===== src/rtl/signal_debouncer_pkg.sv =====
// Shared types and constants for the push-button debouncer.
package debounce_pkg;

    typedef enum logic {
        IDLE  = 1'b0,
        COUNT = 1'b1
    } state_t;

    localparam int unsigned DEFAULT_STABLE_CYCLES = 4;

endpackage : debounce_pkg


===== src/rtl/signal_debouncer_sync_2ff.sv =====
// Two-flop level synchronizer for asynchronous single-bit inputs.
module sync_2ff (
    input  logic clk,
    input  logic rst_n,
    input  logic d,
    output logic q
);

    logic s1_q;
    logic s2_q;

    always_ff @(posedge clk) begin
        if (!rst_n) begin
            s1_q <= 1'b0;
            s2_q <= 1'b0;
        end else begin
            s1_q <= d;
            s2_q <= s1_q;
        end
    end

    assign q = s2_q;

endmodule : sync_2ff


===== src/rtl/signal_debouncer.sv =====
// Debounces a raw switch level: y follows the synchronized input only after
// it has differed from y for STABLE_CYCLES consecutive cycles.
module signal_debouncer
    import debounce_pkg::*;
#(
    parameter int unsigned STABLE_CYCLES = DEFAULT_STABLE_CYCLES
) (
    input  logic clk,
    input  logic rst_n,
    input  logic a_raw,
    output logic y,
    output logic rise,
    output logic fall,
    output logic busy
);

    localparam int unsigned CNT_W = (STABLE_CYCLES > 1) ? $clog2(STABLE_CYCLES) : 1;
    localparam logic [CNT_W-1:0] CNT_LAST = CNT_W'(STABLE_CYCLES - 1);

    if (STABLE_CYCLES < 1 || STABLE_CYCLES > 1024) begin : g_bad_stable_cycles
        $error("signal_debouncer: STABLE_CYCLES must be in 1..1024");
    end

    logic             s2;
    state_t           state_q, state_d;
    logic [CNT_W-1:0] cnt_q, cnt_d;
    logic             y_q, y_d;
    logic             rise_q, rise_d;
    logic             fall_q, fall_d;

    sync_2ff u_sync (
        .clk   (clk),
        .rst_n (rst_n),
        .d     (a_raw),
        .q     (s2)
    );

    always_ff @(posedge clk) begin
        if (!rst_n) begin
            state_q <= IDLE;
            cnt_q   <= '0;
            y_q     <= 1'b0;
            rise_q  <= 1'b0;
            fall_q  <= 1'b0;
        end else begin
            state_q <= state_d;
            cnt_q   <= cnt_d;
            y_q     <= y_d;
            rise_q  <= rise_d;
            fall_q  <= fall_d;
        end
    end

    // Any agreement between s2 and y drops back to IDLE and discards progress.
    always_comb begin
        state_d = IDLE;
        cnt_d   = '0;
        y_d     = y_q;
        if (s2 != y_q) begin
            if (cnt_q == CNT_LAST) begin
                y_d = s2;
            end else begin
                cnt_d   = cnt_q + CNT_W'(1);
                state_d = COUNT;
            end
        end
        // Edge pulses are registered alongside y, so they appear with the new y.
        rise_d = y_d & ~y_q;
        fall_d = ~y_d & y_q;
    end

    assign y    = y_q;
    assign rise = rise_q;
    assign fall = fall_q;
    assign busy = (state_q == COUNT);

endmodule : signal_debouncer

===== config.mk =====
export PLATFORM = sky130hd
export DESIGN_NAME = signal_debouncer
export DESIGN_NICKNAME = d
export VERILOG_FILES = /design/src/rtl/signal_debouncer_pkg.sv /design/src/rtl/signal_debouncer_sync_2ff.sv /design/src/rtl/signal_debouncer.sv
export SDC_FILE = /design/constraint.sdc
export NUM_CORES = 1
export LEC_CHECK = 0
export CAP_MARGIN = 15
export CELL_PAD_IN_SITES_DETAIL_PLACEMENT = 1
export CELL_PAD_IN_SITES_GLOBAL_PLACEMENT = 1
export CORE_AREA = 2 2 39 41
export CTS_CLUSTER_DIAMETER = 120
export DETAILED_ROUTE_END_ITERATION = 10
export DIE_AREA = 0 0 41 43
export PLACE_DENSITY = 0.48
export SETUP_SLACK_MARGIN = 0.15
export SLEW_MARGIN = 5
export SYNTH_ARGS = -nofsm -noshare
export SYNTH_HDL_FRONTEND = slang
export SYNTH_SLANG_ARGS = --single-unit

===== constraint.sdc =====
create_clock -name clk -period 1.2 [get_ports clk]
set_input_delay 0.24 -clock clk [delete_from_list [all_inputs] [get_ports clk]]
set_output_delay 0.24 -clock clk [all_outputs]
set_load 0.02 [all_outputs]

==> impl_results.md <==
* Status: finished, final reports clean
* HPWL Detailed at about 340 um
* Iter 0 DRT Violations at 1
* Pleak at 0.140 nW
* Max Cap Viol at 0
* Area occupied by multi-input gates at around 110 um2
* Total die area at around 1800 um2
* RSZ-0062 raised after global routing: false
* Antenna-violating nets left at 0
* Post-synth net total at 24
* Final net count at 36
* Fin crit period at approximately 1 ns
* Avg Vias per Cell at roughly 4.1
* # IOs at 7
* Clk pwr share at 0.405
* First-pass GRT wire length at between 600 and 700 um
* WP buf/inv at 1
* Post-DR wirelength/cell at around 9.5 um
* Clk_lat worst skew at 0.25 ns
* Ys Warns at 0
* Final Skew at around 0.0018 ns
* Tot GR Track Use at 0.0685
* CTS sink count at 8
* Die W at a little over 40 um
* Critical Path Max Stage Delay at 0.30 ns
* Hold path cells at 1
* Inserted Clock Buffers at 3
* Filler cells at between 150 and 200
* Fin crit share at 0.833
* Critical path type: reg -> reg
* CP cell instances: buf_4, xnor2_2, and4bb_2
* ANT cells at 0
* Residual DRC at 0
* FF-to-FF path depth at 3
* Via count at about 190
* Syn Std Cell Area at roughly 260 um2
* Reg area at about 160 um2
* Num rows at 14
* CP Depth at 3
* Dpl cells at 43
* Setup crit start kind: register
* Largest net degree at the start of global routing at 8
* Synthesized netlist cell count at 20
* Pwr Total at roughly 0.5 mW
* Final Hold Vio Count at 0
* Internal at 0.397 mW
* Crit path DAT at ~1.1 ns
* Root buffer cell: clkbuf_4
* Rel. slew slack at 0.819
* Combinational Power Share at 0.038
* Synth unique cells at 10
* Worst Tran Pin Value at 0.268 ns
* CP max-delay cell: dfxtp_1
* Setup WS pre-CTS at -0.0410 ns
* Drt total wl at 438 um
* Final Setup Violations at 0
* Slew Viols, Final at 0
* Min Hold Slack at 0.448 ns
* Area leader, netlist: dfxtp_1
* Min-Delay Path Class: reg -> reg
* Worst EP required at about 1.3 ns
* Flops & latches, synth at 8
* Placer Congestion at just under 0.6
* Starting density of the core at 0.186
* Clock slew at reported path FFs at about 0.05 ns
* Core Area at between 1000 and 1500 um2
* Sw Ratio at 0.193
* Post-CTS setup buffer count at 0
* Crit path max fanout at 4
* Total gr overflow at 0
* Non-Filler Instances at 46
* Critical path's top delay family: flip-flops
* Setup WS post-layout at approximately 0.2 ns
* Area contributors post-synth: dfxtp_1 62%, nor3b_1 8.7%, and2_1 4.9%, and4bb_2 4.9%, ha_1 4.9%
* Share of layout cells above drive strength 1 at 0.367
* Layout Area Growth over Synthesis at 38.8%
* Net Switching at 0.0951 mW
* Synth Area per Inst at approximately 13 um2
* Port bufs at 6
* Seq/Total Area, Yosys at 0.621
* Drt first pass iters at 2
* FMAX at roughly 1000 MHz
* VDD IR max at 0.000395 V
* Critical Path End Type: register
* Initial antenna violation count at 0
* Area share of the leading cell type in the synthesized netlist at 0.621
* Clock buffer depth at 2
* Flop pwr share at 0.557
* Die height at 43 um
* CTS tree: built
* H-Tree Depth at 1
* Vias in the first global route at ~180
* Post-layout util at 0.259
* Power density over the cells at ~1400 nW/um2
-- synth_stat cells (all sizes together) --
library cell,number
nor4b,1
and4bb,1
nor3b,3
nor2b,1
mux2i,1
dfxtp,8
nand2,1
xnor2,1
and2,2
ha,1
-- timing repair --
item / CTS / global route
resized for setup: 16 / 2
endpoints found under the setup margin: 5 / 4
hold buffers: 0 / 0
endpoints found under the hold margin: 0 / 0
-- flip-flops by register name (all words and copies together) (netlist names) --
name	count
u_sync.s1_q	1
busy	1
y	1
fall	1
cnt_q	2
u_sync.q	1
rise	1
-- cells in the final DEF, fill, tap and decap left out --
| cell | n |
|---|---|
| nand2_1 | 1 |
| nor3b_1 | 3 |
| ha_2 | 1 |
| nor2b_1 | 1 |
| and4bb_2 | 1 |
| buf_4 | 1 |
| buf_2 | 4 |
| dfxtp_1 | 8 |
| clkdlybuf4s50_1 | 2 |
| and2_1 | 2 |
| clkbuf_4 | 3 |
| mux2i_1 | 1 |
| xnor2_2 | 1 |
| nor4b_1 | 1 |
-- power by group through the flow --
stage	clock [mW]	sequential [mW]	combinational, mW
floorplan	0	0.280	0.00658
global route	0.228	0.274	0.0201
detailed placement	0	0.279	0.0193
finish	0.199	0.274	0.0189
global placement	0	0.279	0.0183
CTS	0.214	0.274	0.0192
-- logic make-up (layout without fill, tap and decap cells) --
| group | Yosys count | in the layout | synth area share |
|---|---|---|---|
| mux | 1 | 1 | 0.0388 |
| xor+xnor | 1 | 1 | 0.0340 |
| simple gates | 9 | 9 | 0.257 |
| fa+ha+maj | 1 | 1 | 0.0485 |
| flops | 8 | 8 | 0.621 |
| buf+inv | 0 | 10 | 0 |
-- routing by layer --
metal,up-vias,part of all wire,track usage
li1,91,-,-
met1,87,0.39,0.0584
met2,8,0.46,0.0906
met3,2,0.11,0.0628
met4,0,0.034,0.0600
met5,-,0,0
-- metrics by stage --
step | instance area, um2 | TNS [ns]
detailed placement | 345 | -0.0410
global placement | 345 | 0
global route | 358 | 0
finish | 358 | 0
floorplan | 258 | 0
CTS | 362 | 0
-- path summary, 6_finish.rpt --
path / from / endpoint / slack (ns)
worst min-delay path: cnt_q[0] / cnt_q[0] / 0.45
worst max register to register: y / cnt_q[1] / 0.20
worst max-delay path: y / cnt_q[1] / 0.20
worst min register to register: cnt_q[0] / cnt_q[0] / 0.45
-- area by class of cell --
class                      count  share of cell area
clock buffer                   3              0.0629
multi-input combinational     12               0.301
sequential                     8               0.448
tap                           16              0.0559
timing repair buffer           7               0.133
No activity file was read; power rests on OpenSTA's default activity.
